<file path="src/rtl/mips_cpu_muldiv_if.sv">
// mips_cpu_muldiv_if: issue/result bundle between decode and the HI/LO
// multiply/divide unit. Signal names match the legacy port list.
interface mips_cpu_muldiv_if #(
  parameter int WIDTH = 32
);
  logic             clk_enable;
  logic             start;
  logic [1:0]       op;
  logic [WIDTH-1:0] a;
  logic [WIDTH-1:0] b;
  logic             mthi;
  logic             mtlo;
  logic [WIDTH-1:0] hi;
  logic [WIDTH-1:0] lo;
  logic             busy;
  logic             done;

  modport master (
    output clk_enable, start, op, a, b, mthi, mtlo,
    input  hi, lo, busy, done
  );

  modport slave (
    input  clk_enable, start, op, a, b, mthi, mtlo,
    output hi, lo, busy, done
  );
endinterface

</file>
<file path="src/rtl/mips_cpu_muldiv.sv">
// mips_cpu_muldiv: iterative MULT/MULTU/DIV/DIVU unit owning HI/LO.
// Radix-2 shift-add multiplier, restoring divider, one bit per cycle.
// Optional: `define MIPS_MULDIV_EARLY_TERM_EN to let multiplies finish as
// soon as the remaining multiplier magnitude is zero.
module mips_cpu_muldiv #(
  parameter int WIDTH = 32
) (
  input logic              clk,
  input logic              reset,   // asynchronous, active low
  mips_cpu_muldiv_if.slave bus
);

  localparam int CW = $clog2(WIDTH + 1);
`ifdef MIPS_MULDIV_EARLY_TERM_EN
  // Early exit needs a position-independent product, so the multiplicand
  // shifts left into a double-width register instead of the accumulator
  // shifting right.
  localparam int AW = 2 * WIDTH;
`else
  localparam int AW = WIDTH;
`endif

  localparam logic [CW-1:0] CNT_INIT = CW'(WIDTH);
  localparam logic [CW-1:0] CNT_ONE  = CW'(1);

  localparam logic [1:0] S_IDLE = 2'd0;
  localparam logic [1:0] S_CALC = 2'd1;
  localparam logic [1:0] S_FIX  = 2'd2;

  logic [1:0]         state_q, state_d;
  logic [CW-1:0]      cnt_q, cnt_d;
  logic               is_div_q, is_div_d;
  logic               nsign_q, nsign_d;   // product / quotient negate
  logic               rsign_q, rsign_d;   // remainder negate
  logic               bzero_q, bzero_d;   // divisor was zero
  logic [WIDTH-1:0]   araw_q, araw_d;     // raw dividend for divide-by-zero
  logic [AW-1:0]      opa_q, opa_d;       // multiplicand / quotient
  logic [WIDTH-1:0]   opb_q, opb_d;       // multiplier / divisor
  logic [2*WIDTH:0]   acc_q, acc_d;       // product accumulator with carry
  logic [WIDTH:0]     rem_q, rem_d;       // partial remainder
  logic [WIDTH-1:0]   hi_q, hi_d;
  logic [WIDTH-1:0]   lo_q, lo_d;
  logic               done_q, done_d;

  logic               signed_op;
  logic [WIDTH-1:0]   amag, bmag;
  logic [WIDTH+1:0]   diff;
  logic [2*WIDTH-1:0] prod;
  logic [WIDTH-1:0]   quo_fix, rem_fix;
  logic               last_step;
  logic               cancel;
`ifndef MIPS_MULDIV_EARLY_TERM_EN
  logic [WIDTH:0]     upper;
`endif

  assign bus.hi   = hi_q;
  assign bus.lo   = lo_q;
  assign bus.done = done_q;
  assign bus.busy = (state_q != S_IDLE);

  // Next-state, datapath step and HI/LO write selection.
  always_comb begin
    state_d  = state_q;
    cnt_d    = cnt_q;
    is_div_d = is_div_q;
    nsign_d  = nsign_q;
    rsign_d  = rsign_q;
    bzero_d  = bzero_q;
    araw_d   = araw_q;
    opa_d    = opa_q;
    opb_d    = opb_q;
    acc_d    = acc_q;
    rem_d    = rem_q;
    hi_d     = hi_q;
    lo_d     = lo_q;
    done_d   = 1'b0;

    signed_op = ~bus.op[0];
    amag      = (signed_op && bus.a[WIDTH-1]) ? -bus.a : bus.a;
    bmag      = (signed_op && bus.b[WIDTH-1]) ? -bus.b : bus.b;

    // Trial subtraction on the left-shifted remainder:quotient pair.
    diff = {rem_q, opa_q[WIDTH-1]} - {2'b00, opb_q};

    prod = acc_q[2*WIDTH-1:0];
    if (nsign_q) prod = -prod;
    quo_fix = nsign_q ? -opa_q[WIDTH-1:0] : opa_q[WIDTH-1:0];
    rem_fix = rsign_q ? -rem_q[WIDTH-1:0] : rem_q[WIDTH-1:0];

    last_step = (cnt_q == CNT_ONE);
`ifdef MIPS_MULDIV_EARLY_TERM_EN
    last_step = last_step | (!is_div_q && (opb_q[WIDTH-1:1] == '0));
`else
    upper = acc_q[2*WIDTH:WIDTH] + (opb_q[0] ? {1'b0, opa_q} : '0);
`endif

    case (state_q)
      S_IDLE: begin
        if (bus.start) begin
          state_d  = S_CALC;
          cnt_d    = CNT_INIT;
          is_div_d = bus.op[1];
          nsign_d  = signed_op & (bus.a[WIDTH-1] ^ bus.b[WIDTH-1]);
          rsign_d  = signed_op & bus.a[WIDTH-1];
          bzero_d  = (bus.b == '0);
          araw_d   = bus.a;
          opa_d    = AW'(amag);
          opb_d    = bmag;
          acc_d    = '0;
          rem_d    = '0;
        end
      end
      S_CALC: begin
        cnt_d = cnt_q - CNT_ONE;
        if (is_div_q) begin
          rem_d = diff[WIDTH+1] ? {rem_q[WIDTH-1:0], opa_q[WIDTH-1]} : diff[WIDTH:0];
          opa_d = AW'({opa_q[WIDTH-2:0], ~diff[WIDTH+1]});
        end else begin
`ifdef MIPS_MULDIV_EARLY_TERM_EN
          acc_d = acc_q + (opb_q[0] ? {1'b0, opa_q} : '0);
          opa_d = opa_q << 1;
`else
          acc_d = {1'b0, upper, acc_q[WIDTH-1:1]};
`endif
          opb_d = opb_q >> 1;
        end
        if (last_step) state_d = S_FIX;
      end
      S_FIX: begin
        if (!is_div_q) begin
          hi_d = prod[2*WIDTH-1:WIDTH];
          lo_d = prod[WIDTH-1:0];
        end else if (bzero_q) begin
          hi_d = araw_q;
          lo_d = '1;
        end else begin
          hi_d = rem_fix;
          lo_d = quo_fix;
        end
        done_d  = 1'b1;
        state_d = S_IDLE;
      end
      default: state_d = S_IDLE;
    endcase

    // A move-to-HI/LO while busy aborts the operation; results in FIX are
    // dropped so the untouched register keeps its pre-operation value.
    cancel = (bus.mthi | bus.mtlo) && (state_q != S_IDLE);
    if (cancel) begin
      state_d = S_IDLE;
      done_d  = 1'b0;
      hi_d    = hi_q;
      lo_d    = lo_q;
    end
    if (bus.mthi) hi_d = bus.a;
    if (bus.mtlo) lo_d = bus.a;
  end

  // State and datapath registers; everything holds while clk_enable is low.
  always_ff @(posedge clk or negedge reset) begin
    if (!reset) begin
      state_q  <= S_IDLE;
      cnt_q    <= '0;
      is_div_q <= 1'b0;
      nsign_q  <= 1'b0;
      rsign_q  <= 1'b0;
      bzero_q  <= 1'b0;
      araw_q   <= '0;
      opa_q    <= '0;
      opb_q    <= '0;
      acc_q    <= '0;
      rem_q    <= '0;
      hi_q     <= '0;
      lo_q     <= '0;
      done_q   <= 1'b0;
    end else if (bus.clk_enable) begin
      state_q  <= state_d;
      cnt_q    <= cnt_d;
      is_div_q <= is_div_d;
      nsign_q  <= nsign_d;
      rsign_q  <= rsign_d;
      bzero_q  <= bzero_d;
      araw_q   <= araw_d;
      opa_q    <= opa_d;
      opb_q    <= opb_d;
      acc_q    <= acc_d;
      rem_q    <= rem_d;
      hi_q     <= hi_d;
      lo_q     <= lo_d;
      done_q   <= done_d;
    end
  end

endmodule

</file>
<file path="src/flat_wrapper.sv">
// flat-port wrapper written by rule: the top's interface ports become plain ports
module mips_cpu_muldiv_flat 
#(
  parameter int WIDTH = 32
)
  (clk, reset, bus_clk_enable, bus_start, bus_op, bus_a, bus_b, bus_mthi, bus_mtlo, bus_hi, bus_lo, bus_busy, bus_done);
  mips_cpu_muldiv_if #(.WIDTH(WIDTH)) bus_i ();
  input logic clk;
  input logic reset;
  input wire logic [$bits(bus_i.clk_enable)-1:0] bus_clk_enable;
  input wire logic [$bits(bus_i.start)-1:0] bus_start;
  input wire logic [$bits(bus_i.op)-1:0] bus_op;
  input wire logic [$bits(bus_i.a)-1:0] bus_a;
  input wire logic [$bits(bus_i.b)-1:0] bus_b;
  input wire logic [$bits(bus_i.mthi)-1:0] bus_mthi;
  input wire logic [$bits(bus_i.mtlo)-1:0] bus_mtlo;
  output wire logic [$bits(bus_i.hi)-1:0] bus_hi;
  output wire logic [$bits(bus_i.lo)-1:0] bus_lo;
  output wire logic [$bits(bus_i.busy)-1:0] bus_busy;
  output wire logic [$bits(bus_i.done)-1:0] bus_done;
  assign bus_i.clk_enable = bus_clk_enable;
  assign bus_i.start = bus_start;
  assign bus_i.op = bus_op;
  assign bus_i.a = bus_a;
  assign bus_i.b = bus_b;
  assign bus_i.mthi = bus_mthi;
  assign bus_i.mtlo = bus_mtlo;
  assign bus_hi = bus_i.hi;
  assign bus_lo = bus_i.lo;
  assign bus_busy = bus_i.busy;
  assign bus_done = bus_i.done;
  mips_cpu_muldiv #(.WIDTH(WIDTH)) u_core (.clk(clk), .reset(reset), .bus(bus_i));
endmodule
</file>
<file path="config.mk">
export PLATFORM = sky130hd
export DESIGN_NAME = mips_cpu_muldiv_flat
export DESIGN_NICKNAME = d
export VERILOG_FILES = /design/src/rtl/mips_cpu_muldiv_if.sv /design/src/rtl/mips_cpu_muldiv.sv /design/src/flat_wrapper.sv
export SDC_FILE = /design/constraint.sdc
export NUM_CORES = 1
export LEC_CHECK = 0
export ABC_AREA = 1
export CORE_MARGIN = 2
export CORE_UTILIZATION = 32
export DETAILED_ROUTE_END_ITERATION = 12
export MAX_ROUTING_LAYER = met4
export PLACE_DENSITY_LB_ADDON = 0.05
export SYNTH_ARGS = -nofsm -noshare
export SYNTH_HDL_FRONTEND = slang
export SYNTH_SLANG_ARGS = --single-unit
</file>
<file path="constraint.sdc">
create_clock -name clk -period 3.44 [get_ports clk]
set_input_delay 0.516 -clock clk [delete_from_list [all_inputs] [get_ports clk]]
set_output_delay 0.516 -clock clk [all_outputs]
set_load 0.02 [all_outputs]
</file>
==> metrics.cfg, run 1 <==
[run_status]
status=completed

[clock_tree]
cts_made_buffers=38
postCtsSetupBuffers=0
cts_sinks=270
clockBufferDepth=3
worstSkewPairLatency_ps=570
cts_tree=done
clk_pin_slew_ps=60
post_cts_resized=0
cts_htree_levels=2
cts_root_buffer=clkbuf_16
cts_hold_buffers=1

[timing]
whs_ps=388.1
fin_crit_ps=2953
finalMaxSlewViolations=0
fin_ws_ps=487.3
fin_skew_ps=19.94
hold_violations=0
worst_pin_slew_ps=903.1
max_slew_margin_pct=39.73
max_freq_mhz=338.7
rsz0062_at_grt=no
period_share_pct=85.83
totalNegativeSetupSlack_ps=0
setup_viol=0

[critical_path]
r2r_setup_slack_ps=490
cp-start-kind=register
cp.required_ps=3880
cp_slowest_cell=dfrtp_1
path_max_fanout=11
cpPeakStageDelay_ps=610
crit_chain=buf_4, nand2_1, inv_1, ha_1, nand3_1, nand3_1, a21boi_0, o21ai_0, nand2_1, a21oi_1, o22ai_1
worstPathArrival_ps=3390
cp-end-kind=register
critical_path_class=reg -> reg

[yosys]
synth_fp_nets=3994
synth_most_common_cell=nand2_1
yosysSeqAreaShare_pct=28.80
ys_async_sr_fraction_pct=100.0
synth_area_sq_mm=0.02346
ys.flop_type=dfrtp_1
synthTopCellsByCount=1,198 x nand2_1, 436 x inv_1, 408 x nor2_1
synth_top_area_cell=dfrtp_1
yosysWarnings=0
ys_seq_elements=270
yosysUniqueCellTypes=52
synth_top_area_share_pct=28.80
synth_cells=3848
synth_edf_count=0
synthTopCellsByArea=dfrtp_1 29%, nand2_1 19%, nand3_1 8.0%
avgSynthCellArea_sq_um=6.096

[run]
drv_cap=0

[floorplanning]
start_util_pct=32.26
floorplan.core_area_sq_mm=0.07271
num_io_pins=138
row_count=99
die-area_sq_mm=0.07549
die_h_um=274.8
die_w_um=274.8

[finish]
fillCellCount=8093
instances_no_fill=4924
drive_above_1_share_pct=4.842
design_area_sq_mm=0.02716
fin_nets=4085
area_growth_syn_to_layout_pct=15.78
postLayoutCoreUtil_pct=37.35
antennaDiodeCount=0

[worst_hold_path]
hold_class=in -> reg

[routing]
ant_nets=0
drc_errors=0
dr.pass1.iters=6
drt_wl_total_um=107900
drt-initial-drc-count=2073
vias=25600
viasPerCell=5.199
avgRoutedWirePerCell_um=21.91

[pwr]
vdd_drop_max_mv=0.4253
leakagePower_nw=14.02
powerDensity_mw_per_mm2=786.5
power_mw=21.36

[placement]
gp_congestion=0.9773
post_dp_cell_area_sq_mm=0.02588
place_ws_ps=479.3
port_buffers=137
place_hpwl_um=86870
place_inst=4857

[global_route]
overflow=0
grt_pass1_wl_um=160300
grt_max_degree=101
antenna_found_initial=1
grt_pass1_vias=24750
grtUsageTotal_pct=29.21

==> power by group <==
group | total, mW | leakage, nW | internal [mW] | switching (mW)
clock | 4.17 | 0.614 | 2.53 | 1.64
combinational | 11.7 | 9.91 | 3.62 | 8.11
sequential | 5.47 | 3.49 | 4.21 | 1.26
total | 21.4 | 14.0 | 10.4 | 11.0
==> sequential cells by signal, summed over array words and instances (netlist names), 2 cells and up <==
| signal | cells |
|---|---|
| u_core.acc_q | 64 |
| u_core.rem_q | 33 |
| u_core.araw_q | 32 |
| u_core.bus.hi | 32 |
| u_core.bus.lo | 32 |
| u_core.opa_q | 32 |
| u_core.opb_q | 32 |
| u_core.cnt_q | 6 |
| u_core.state_q | 2 |
==> critical path: cells and delay by family, from the launching register on <==
family                   cells  cell delay (ps)
AO/OA/AOI/OAI                4             1000
adder cells (fa/ha/maj)      1              370
buffers and inverters        2              330
AND/OR/NAND/NOR              4              510
flip-flops                   1              610
==> cells in the final DEF, fill, tap and decap left out, types with 6 or more instances in the layout <==
cell type	synthesis	routed
a21oi_1	252	252
and2_1	7	7
buf_12	0	7
buf_4	5	47
clkbuf_1	71	13
clkbuf_16	0	39
clkdlybuf4s50_1	0	135
dfrtp_1	270	268
ha_1	72	72
inv_1	436	436
inv_2	19	19
nand2_1	1198	1198
nand2_2	8	8
nand3_1	375	375
nand3_2	6	6
nand3b_1	12	12
nand4_1	62	62
nor2_1	408	405
nor2_2	13	16
nor3_1	33	33
o211ai_1	24	24
o21a_1	25	25
o21ai_0	291	291
o21ai_1	23	23
o21bai_1	6	6
o221ai_1	8	8
o221ai_2	7	7
o22ai_1	51	51
xnor2_1	19	19
xor2_1	29	29
==> metal layers <==
layer  GRT usage (%)  wire, um
met5               -         0
met4           13.36      5581
met3           2.234      4316
met2           48.93     52520
met1           35.83     45470
==> cells by family after synthesis <==
group,share of synthesized area (%)
AOI/OAI and AO/OA,16.79
xor gates and xnor gates,1.792
adders and majority gates,4.011
buffers and inverters,10.09
DFF,28.80
and+or+nand+nor,38.52
==> path summary, 6_finish.rpt <==
kind,start,to,depth (start not counted)
worst max-delay path,u_core.opb_q[0],u_core.acc_q[60],11
worst min-delay path,bus_mthi,u_core.bus.done,4
worst max register to register,u_core.opb_q[0],u_core.acc_q[60],11
worst min register to register,u_core.bus.lo[17],u_core.bus.lo[17],2
max in group asynchronous,reset,u_core.rem_q[6],3
min in group asynchronous,reset,u_core.acc_q[38],2
==> area by class of cell <==
class | instances | area [sq um] | share of cell area, %
inverter | 456 | 1712 | 6.302
clock inverter | 11 | 205.2 | 0.7555
multi-input combinational | 2981 | 14340 | 52.81
clock buffer | 55 | 1066 | 3.925
timing repair buffer | 192 | 1874 | 6.901
sequential | 270 | 6759 | 24.89
tap | 959 | 1200 | 4.418
(Power assumes the default switching activity.)
==> run 2, diff against run 1 <==
Settings changed: CORE_ASPECT_RATIO from default to 1.4.
==> metrics.cfg, run 2 (synthesized netlist as in run 1, its figures left out) <==
[run_status]
status=completed

[global_route]
grtUsageTotal_pct=33.82  ; +4.6 points
grt_use_met3_pct=3.581  ; +1.3 points
grt_pass1_vias=26410  ; +6.7%
gr-usage-met1_pct=32.48  ; -3.4 points
overflow=0  ; unchanged
top_usage_layer=met2
grt_pass1_wl_um=179500  ; +12%
use_met2_pct=59.30  ; +10 points
grt_max_degree=80  ; -21%
antenna_found_initial=5  ; +4

[floorplanning]
row_count=117  ; +18%
die_w_um=232.8  ; -15%
start_util_pct=32.31  ; +0.045 points
die-area_sq_mm=0.07552  ; about the same
floorplan.core_area_sq_mm=0.07261  ; -0.14%
num_io_pins=138  ; unchanged
die_h_um=324.4  ; +18%

[pwr]
switching_share_pct=53.58  ; +2.1 points
powerDensity_mw_per_mm2=797.6  ; +1.4%
power.internal_mw=10.07  ; -2.8%
leakagePower_nw=14.07  ; +0.38%
combPwrFrac_pct=56.5  ; +1.6 points
p_clk_share_pct=17.7  ; -1.8 points
vdd_drop_max_mv=0.3901  ; -8.3%
seqPwrFrac_pct=25.8  ; +0.2 points
p_switching_mw=11.62  ; +5.6%

[run]
drv_cap=0  ; unchanged

[placement]
place_ws_ps=342.1  ; -137.2 ps
place_inst=4871  ; +0.29%
port_buffers=137  ; unchanged
gp_congestion=1.027  ; +5.1%
place_hpwl_um=102300  ; +18%

[finish]
seq_area_sq_mm=0.006761  ; about the same
largest-register=u_core.acc_q
area_growth_syn_to_layout_pct=15.89
most-common-layout-cells=1,198 x nand2_1, 435 x inv_1, 405 x nor2_1
final_common_cell=nand2_1
drive_above_1_share_pct=5.401  ; +0.56 points
largest_reg_flops=64  ; unchanged
fillCellCount=8232  ; +1.7%
top_regs=u_core.acc_q (64), u_core.rem_q (33)
instances_no_fill=4938  ; +0.28%
multi_input_comb_area_sq_mm=0.01434  ; unchanged
fin_nets=4104  ; +0.47%

[critical_path]
cp_slowest_cell=o21ai_0
crit_buf_inv=1  ; -1
r2r_setup_slack_ps=270  ; -220 ps
path_max_fanout=19  ; +8
cp-start-kind=register
r2r_cells=13  ; +2
worstPathArrival_ps=3700  ; +310 ps
cp-end-kind=register
critical_path_class=reg -> reg
crit_top_cell=nand2_1
reg2reg_from=u_core.opb_q[0]
cpPeakStageDelay_ps=640  ; +30 ps
cp.required_ps=3970  ; +90 ps
worstReg2RegEnd=u_core.acc_q[63]
crit_chain=buf_4, nand2_1, fa_1, nand3b_1, nand2_1, a21oi_1, o21ai_0, nand3_1, nand2_1, nand2_1, nand2_1, nand2_1, nand2_1
critical-path-top-delay-family=simple AND/OR/NAND/NOR gates

[clock_tree]
worstSkewPairLatency_ps=590  ; +20 ps
clockBufferDepth=3  ; unchanged
cts_tree=done
cts_sinks=270  ; unchanged
cts_root_buffer=clkbuf_16
cts_made_buffers=36  ; -5.3%
cts_htree_levels=2  ; unchanged
post_cts_resized=0  ; unchanged
clk_pin_slew_ps=60  ; about the same

[routing]
drt_wl_total_um=124300  ; +15%
drc_errors=0  ; unchanged
vias=26070  ; +1.9%
ant_nets=0  ; unchanged
avgRoutedWirePerCell_um=25.18  ; +15%
drt-initial-drc-count=1766  ; -15%
viasPerCell=5.280  ; +1.6%
dr.pass1.iters=5  ; -1

[timing]
fin_skew_ps=24.71  ; +4.772 ps
hold_violations=0  ; unchanged
fin_ws_ps=266.7  ; -220.7 ps
worst_pin_slew_ps=1167  ; +263.5 ps
max_slew_margin_pct=21.41  ; -18 points
period_share_pct=92.25  ; +6.4 points
totalNegativeSetupSlack_ps=0  ; unchanged
finalMaxSlewViolations=0  ; unchanged
fin_crit_ps=3173  ; +220.7 ps
rsz0062_at_grt=no
max_freq_mhz=315.1  ; -7.0%
setup_viol=0  ; unchanged

[worst_hold_path]
whs_path_depth=4  ; unchanged
hp-start=bus_mthi
hold_class=in -> reg
whs_endpoint=u_core.bus.done

==> run 2: cell types whose count changed in the layout (fill, tap and decap cells not counted), sizes merged <==
cell / change
buf: +21
bufinv: -4
clkbuf: -4
clkinv: +2
clkinvlp: -1
diode: +5
inv: +2
==> run 2: cell type report <==
| class | instances | area share, % |
|---|---|---|
| Multi-Input combinational cell | 2981 | 52.76 |
| Sequential cell | 270 | 24.87 |
| Timing Repair Buffer | 213 | 7.474 |
| Inverter | 456 | 6.296 |
| Tap cell | 952 | 4.381 |
| Clock buffer | 51 | 3.857 |
| Clock inverter | 10 | 0.3175 |
| Antenna cell | 5 | 0.04602 |
==> run 2: what timing repair did <==
item | CTS | global route
setup buffers | 0 | 0
hold buffers | 1 | 0
endpoints found under the hold margin | 51 | 0
==> run 2: worst min-delay path: stages <==
cell and delay, ps:
buf_2 90, nor2_1 40, nand4_1 130, nand2_1 170
==> run 2: worst max path at each step <==
stage	from	slack, ps	cells after the start	to
6_report	u_core.opb_q[0]	270	13	u_core.acc_q[63]
5_1_grt	u_core.opb_q[0]	10	13	u_core.acc_q[63]
4_1_cts	u_core.opb_q[0]	310	13	u_core.acc_q[63]
3_5_place_dp	u_core.opb_q[0]	340	13	u_core.acc_q[63]
3_3_place_gp	u_core.opb_q[0]	340	12	u_core.acc_q[59]
2_1_floorplan	u_core.opb_q[0]	860	15	u_core.acc_q[59]
==> run 2: through the flow <==
stage                     cell area [sq um]  hold slack, ps  utilization [%]  total power, mW
after floorplan                       23460           220.4                -            12.23
after global placement                26030           466.1            35.85            17.81
after detailed placement              26030           465.0            35.85            17.70
after CTS                             27170           436.6            37.43            21.62
after global routing                  27190           497.8            37.44            22.94
final                                 27190           461.3            37.44            21.69
==> run 2: power by group through the flow <==
stage	clock, mW	combinational (mW)	sequential, mW
after detailed placement	0	12.1	5.60
final	3.84	12.3	5.59
after floorplan	0	6.98	5.25
after global placement	0	12.2	5.64
after global routing	4.01	13.3	5.65
after CTS	3.91	12.2	5.55
==> run 2: per-layer routing <==
| layer | vias up | wire, um |
|---|---|---|
| li1 | 12800 | - |
| met1 | 12140 | 43080 |
| met2 | 763 | 63120 |
| met3 | 373 | 4108 |
| met4 | 0 | 14040 |
| met5 | - | 0 |
